[config.mk]
export PLATFORM = sky130hd
export DESIGN_NAME = pll_reset_seq
export DESIGN_NICKNAME = d
export VERILOG_FILES = /design/src/rtl/pll_reset_seq.sv
export SDC_FILE = /design/constraint.sdc
export NUM_CORES = 1
export LEC_CHECK = 0
export ABC_AREA = 1
export CORE_UTILIZATION = 60
export CTS_BUF_LIST = sky130_fd_sc_hd__clkbuf_4 sky130_fd_sc_hd__clkbuf_8
export DETAILED_ROUTE_END_ITERATION = 6
export GPL_ROUTABILITY_DRIVEN = 0
export PLACE_DENSITY = 0.85
export SLEW_MARGIN = 20
export SYNTH_ARGS = -nofsm -noshare
export SYNTH_HDL_FRONTEND = slang
export SYNTH_SLANG_ARGS = --single-unit
[constraint.sdc]
create_clock -name clkin -period 3.4 [get_ports clkin]
set_clock_uncertainty 0.05 [all_clocks]
set_input_delay 0.51 -clock clkin [delete_from_list [all_inputs] [get_ports clkin]]
set_output_delay 0.51 -clock clkin [all_outputs]
set_load 0.02 [all_outputs]
[src/rtl/pll_reset_seq.sv]
// rtl/pll_reset_seq.sv - PLL lock monitor and system reset sequencer
//
// Ports:
//   clkin        in   1           25 MHz reference clock, valid regardless of PLL lock
//   rst          in   1           synchronous active-high reset
//   locked_async in   1           PLL lock flag, asynchronous to clkin
//   sw_reset_req in   1           single-cycle request forcing a full re-sequence
//   sys_rst      out  1           active-high reset for the PLL-clocked logic
//   ready        out  1           high exactly while the sequencer is in RUN
//   state        out  2           WAIT=0, STABLE=1, RUN=2, FORCE=3
//   loss_count   out  LOSS_CNT_W  saturating count of lock losses seen in RUN

module pll_reset_seq #(
    parameter int SYNC_STAGES        = 2,
    parameter int LOCK_STABLE_CYCLES = 1024,
    parameter int RESET_HOLD_CYCLES  = 16,
    parameter int LOSS_CNT_W         = 8
) (
    input  logic                  clkin,
    input  logic                  rst,
    input  logic                  locked_async,
    input  logic                  sw_reset_req,
    output logic                  sys_rst,
    output logic                  ready,
    output logic [1:0]            state,
    output logic [LOSS_CNT_W-1:0] loss_count
);

    typedef enum logic [1:0] {
        S_WAIT   = 2'd0,
        S_STABLE = 2'd1,
        S_RUN    = 2'd2,
        S_FORCE  = 2'd3
    } state_t;

    // One counter serves both the lock qualification and the forced hold,
    // so it is sized for whichever limit is larger.
    localparam int MAX_LIMIT = (LOCK_STABLE_CYCLES > RESET_HOLD_CYCLES) ?
                               LOCK_STABLE_CYCLES : RESET_HOLD_CYCLES;
    localparam int CNT_W     = (MAX_LIMIT > 1) ? $clog2(MAX_LIMIT) : 1;

    localparam logic [CNT_W-1:0] STABLE_LAST = CNT_W'(LOCK_STABLE_CYCLES - 1);
    localparam logic [CNT_W-1:0] HOLD_LAST   = CNT_W'(RESET_HOLD_CYCLES - 1);

    logic [SYNC_STAGES-1:0] sync_q;
    logic                   locked_s;
    state_t                 st;
    logic [CNT_W-1:0]       cnt;

    // Only the last synchroniser stage is safe to use in the FSM.
    assign locked_s = sync_q[SYNC_STAGES-1];
    assign state    = st;

    always_ff @(posedge clkin) begin
        if (rst) begin
            sync_q     <= '0;
            st         <= S_WAIT;
            cnt        <= '0;
            sys_rst    <= 1'b1;
            ready      <= 1'b0;
            loss_count <= '0;
        end else begin
            sync_q <= {sync_q[SYNC_STAGES-2:0], locked_async};

            // Loss accounting is independent of the next-state choice so a
            // software request on the same cycle still records the loss.
            if (st == S_RUN && !locked_s && loss_count != {LOSS_CNT_W{1'b1}}) begin
                loss_count <= loss_count + 1'b1;
            end

            if (sw_reset_req) begin
                // Overrides every other transition; in FORCE it restarts the hold.
                st      <= S_FORCE;
                cnt     <= '0;
                sys_rst <= 1'b1;
                ready   <= 1'b0;
            end else begin
                case (st)
                    S_WAIT: begin
                        sys_rst <= 1'b1;
                        ready   <= 1'b0;
                        if (locked_s) begin
                            st  <= S_STABLE;
                            cnt <= '0;
                        end
                    end

                    S_STABLE: begin
                        // Any low cycle sends qualification back to the start.
                        if (!locked_s) begin
                            st <= S_WAIT;
                        end else if (cnt == STABLE_LAST) begin
                            st      <= S_RUN;
                            sys_rst <= 1'b0;
                            ready   <= 1'b1;
                        end else begin
                            cnt <= cnt + 1'b1;
                        end
                    end

                    S_RUN: begin
                        if (!locked_s) begin
                            st      <= S_WAIT;
                            sys_rst <= 1'b1;
                            ready   <= 1'b0;
                        end
                    end

                    S_FORCE: begin
                        // Lock is deliberately ignored until the hold expires.
                        if (cnt == HOLD_LAST) begin
                            st <= S_WAIT;
                        end else begin
                            cnt <= cnt + 1'b1;
                        end
                    end

                    default: begin
                        st      <= S_WAIT;
                        sys_rst <= 1'b1;
                        ready   <= 1'b0;
                    end
                endcase
            end
        end
    end

endmodule
Word-level counts from Yosys, hierarchy flattened
Cells that the tools add are included.
{"block": "totals", "ff_bits": 24, "in_bits": 4, "output_inout_bits": 12, "elab_cells": 54}
{"block": "op_classes", "n_addsub": 2, "eq_ne": 16, "mux": 20, "reduce_logical": 10}
{"operator": "two-way mux 10 bit", "n": 4}
{"operator": "case mux 10 bit (3 select lines)", "n": 1}
{"operator": "two-way mux 2 bit", "n": 6}
{"operator": "inequality test 2 bit, second input constant", "n": 6}
{"operator": "adder 10 x 1 -> 10 bit, second input constant", "n": 1}
{"operator": "equality test 10 bit, second input constant", "n": 1}
{"operator": "equality test 10 x 4 -> 1 bit, second input constant", "n": 1}
{"operator": "inequality test 3 bit, second input constant", "n": 3}
{"operator": "adder 8 x 1 -> 8 bit, second input constant", "n": 1}
{"operator": "inequality test 8 bit, second input constant", "n": 1}
{"operator": "case mux 2 bit (4 select lines)", "n": 1}
{"operator": "AND reduction 4 bit", "n": 2}
{"operator": "two-way mux 1 bit", "n": 6}
{"operator": "case mux 1 bit (3 select lines)", "n": 2}
{"operator": "nonzero test 3 bit", "n": 2}
{"operator": "AND reduction 5 bit", "n": 1}
{"operator": "equality test 2 bit, second input constant", "n": 2}
{"operator": "inequality test 4 bit, second input constant", "n": 1}
{"operator": "equality test 2 x 1 -> 1 bit, second input constant", "n": 1}
{"operator": "logical AND 1 bit", "n": 2}
{"operator": "logical NOT 2 bit", "n": 1}
{"operator": "OR reduction 2 bit", "n": 1}
{"operator": "logical NOT 1 bit", "n": 1}

Logic depth before layout (Yosys ltp)
{"block": "logic_depth", "word_depth": 5, "ltp_mapped": 9, "depth_no_buf": 9}

Least setup slack after synthesis
No wires, ideal clock.
{"block": "synth_timing", "path_kind": "reg-to-reg", "startpoint": "register loss_count[0]", "endpoint": "register loss_count[0]", "setup_time_ps": 133, "arrival_ps": 1514, "required_ps": 3217, "path_slack_ps": 1703, "stages_incl_launch_ff": 8, "path_buffers": 1, "period_less_slack_ps": 1697, "cell_sequence": "dfxtp_1 -> ha_1 -> nand3_1 -> o21ai_2 -> inv_1 -> buf_2 -> o21ai_0 -> a21oi_1"}
{"block": "synth_via", "elab_chain_cells": 2, "elab_cells_between_ends": 3, "cone_classes": "add/sub: 1; eq/ne: 1; reduce/logical: 1"}
{"item": "from (decl)", "line": "26", "text": "output logic [LOSS_CNT_W-1:0] loss_count"}
{"item": "from (signal assigned)", "line": "68", "text": "loss_count <= loss_count + 1'b1;"}
{"item": "branches (longest 2 deep; another with adder 8 x 1 -> 8 bit)"}
Parallel ways; which one is timed is not known.
A chain may end at the register's enable or synchronous reset.

Worst setup path after layout
{"block": "layout_timing", "startpoint": "register st[0] (netlist: state[0])", "endpoint": "output state[0]"}
{"item": "from (decl)", "line": "47", "text": "state_t st;"}
{"item": "from (signal assigned)", "line": "57", "text": "st <= S_WAIT;"}
{"item": "from (signal assigned)", "line": "73", "text": "st <= S_FORCE;"}
{"item": "from (signal assigned)", "line": "83", "text": "st <= S_STABLE;"}
{"item": "to (decl)", "line": "25", "text": "output logic [1:0] state,"}
No word-level cell between the ends.

==> flow_metrics.tcl <==
set metrics [dict create \
    status "finished clean" \
    post_cts_buffers 0 \
    yosys.area.top_type "dfxtp_1" \
    timing.rr.start "state[0]$_SDFFE_PP0P_" \
    synth-seq-cells 24 \
    cts-buffers-inserted 3 \
    final_cell_mix "54 x nand2_1, 34 x nor2_1, 24 x dfxtp_1" \
    critical_path.top_delay_family "buffers and inverters" \
    leakage_nw 0.595 \
    irDropWorstVdd_mv 0.426 \
    io_buffers 15 \
    slew_violations 0 \
    wl_per_cell_um 12.4 \
    syn-mean-instance-area_um2 6.58 \
    required_ns 2.84 \
    maxCapViolations 0 \
    grt_pass1_wl_um 4860 \
    grt_max_degree 15 \
    rows 16 \
    htreeDepth 1 \
    tightest_slew_ns 0.505 \
    io_pins 16 \
    crit_arrival_ns 1.63 \
    fin_crit_ns 2.19 \
    final_common_cell "nand2_1" \
    grt_usage_pct 25.6 \
    finalSetupViolCount 0 \
    max_stage_delay_ns 0.70 \
    syn2layout_area_growth_pct 15.9 \
    start_util_pct 65.8 \
    hold_viol 0 \
    cts_root_buffer "clkbuf_4" \
    synth_top_cell_area_share_pct 36.1 \
    worstSetupPathType "reg -> out" \
    dr.pass1.iters 4 \
    dieArea_um2 2410 \
    reg2reg_to "cnt[5]$_SDFFE_PP0P_" \
    end_kind "primary output" \
    crit_slowest_cell "clkdlybuf4s50_1" \
    fillers 153 \
    worstPathMaxFanout 13 \
    path_buf_inv 1 \
    hold_depth 2 \
    wirelength_um 3010 \
    place_hpwl_um 2220 \
    grt_antenna_before_repair 0 \
    path_cells "clkdlybuf4s50_1" \
    viasPerCell 5.50 \
    postRouteAntennaNets 0 \
    hold_end "sync_q[1]$_SDFF_PP0_" \
    yosysWarnings 0 \
    post_cts_resized 0 \
    yosysUniqueCellTypes 23 \
    grt_remaining_overflow 0 \
    layout-drive-gt1-share_pct 5.07 \
    min_from "sync_q[0]$_SDFF_PP0_" \
    netlist_instances 202 \
    core_um2 2020 \
    cts_tree "yes" \
    cts_hold_buf 0 \
    fmax_mhz 456 \
    reg2reg_slack_ns 1.50 \
    vias 1342 \
    synth_area_um2 1330 \
    antenna_cells 0 \
    hold_path_class "reg -> reg" \
    synthTopCellsByArea "dfxtp_1 36%, nand2_1 15%, nor2_1 9.6%" \
    grt_setup_unrepaired "false" \
    r2r_cells 6 \
    cellPowerDensity_nw_per_um2 375 \
    period_share_pct 64.4 \
    finalPower_mw 0.578 \
    clock_latency_ns 0.32 \
    syn_nets 208 \
    clockBufferDepth 2 \
    cts_sinks 24 \
    die_y_um 49.1 \
    cp-start-kind "flop" \
    route.detailed.drc 0 \
    tns_ns 0 \
    drtIter0Drc 55 \
    grt_pass1_vias 1230 \
    max_slew_margin_pct 66.2 \
    final_nets 224 \
    die_w_um 49.1 \
    clk_pin_slew_ns 0.14 \
    synth_seq_area_share_pct 36.1 \
]
==> per-layer routing <==
metal  part of all wire [%]  GRT usage [%]  routed length, um  up-vias
met4                      0           5.39                  0        0
met2                     53           53.0               1610       42
met3                    4.7           5.30                141        0
li1                       -              -                  -      674
met1                     42           25.1               1260      626
met5                      0              0                  0        -
==> state kept, by name, indices dropped and copies added, names as in the netlist <==
| name | count |
|---|---|
| cnt | 10 |
| sys_rst | 1 |
| ready | 1 |
| state | 2 |
| sync_q | 2 |
| loss_count | 8 |
==> metrics by stage <==
step,hold WS (ns),utilization (%),instances,instance area (um^2),setup slack (ns)
finish,0.378,76.2,244,1540,1.21
global placement,0.343,73.6,240,1490,1.43
CTS,0.382,76.2,244,1540,1.20
detailed placement,0.351,73.6,240,1490,1.30
floorplan,0.338,-,202,1330,1.70
global route,0.408,76.2,244,1540,1.13
==> report_power, final <==
group	leakage, nW	internal, mW	switching [mW]
clock	0.0279	0.119	0.0907
sequential	0.195	0.289	0.0102
combinational	0.372	0.0257	0.0437
total	0.595	0.434	0.145
==> cells by family (layout without fill, tap and decap cells) <==
logic type | after synthesis | count (layout) | share of synthesized area (%)
AND/OR/NAND/NOR | 119 | 119 | 39.5
XOR/XNOR | 7 | 7 | 4.61
adder cells (fa/ha/maj) | 2 | 2 | 1.88
flip-flops | 24 | 24 | 36.1
buffers and inverters | 26 | 41 | 8.09
AO/OA/AOI/OAI | 24 | 24 | 9.78
==> layout make-up <==
class,count,area [um^2],share of cell area (%)
timing repair buffer,15,150,9.74
inverter,22,82.6,5.36
multi-input combinational,152,742,48.1
sequential,24,480,31.2
clock buffer,3,22.5,1.46
clock inverter,1,30.0,1.95
tap,27,33.8,2.19
==> cells in the mapped netlist <==
cell / number
nand2_1: 54
nor2_1: 34
dfxtp_1: 24
inv_1: 21
nand3_1: 20
a21oi_1: 17
o21ai_0: 4
xor2_1: 4
nand4_1: 3
nor3_1: 3
xnor2_1: 3
buf_2: 2
ha_1: 2
nor2_4: 2
a21oi_2: 1
buf_6: 1
clkbuf_1: 1
inv_2: 1
nand3_2: 1
nand4_4: 1
nor3b_1: 1
o21ai_2: 1
o21bai_1: 1
==> worst max-delay path by stage <==
stage                               start                         end  cells past startpoint
2_1_floorplan  loss_count[0]$_SDFFE_PP0P_  loss_count[0]$_SDFFE_PP0P_                      7
3_3_place_gp                          rst         cnt[3]$_SDFFE_PP0P_                      4
3_5_place_dp                          rst         cnt[4]$_SDFFE_PP0P_                      4
4_1_cts             state[0]$_SDFFE_PP0P_                    state[0]                      1
5_1_grt             state[0]$_SDFFE_PP0P_                    state[0]                      1
6_report            state[0]$_SDFFE_PP0P_                    state[0]                      1
Power figures use the tool's default switching activity.
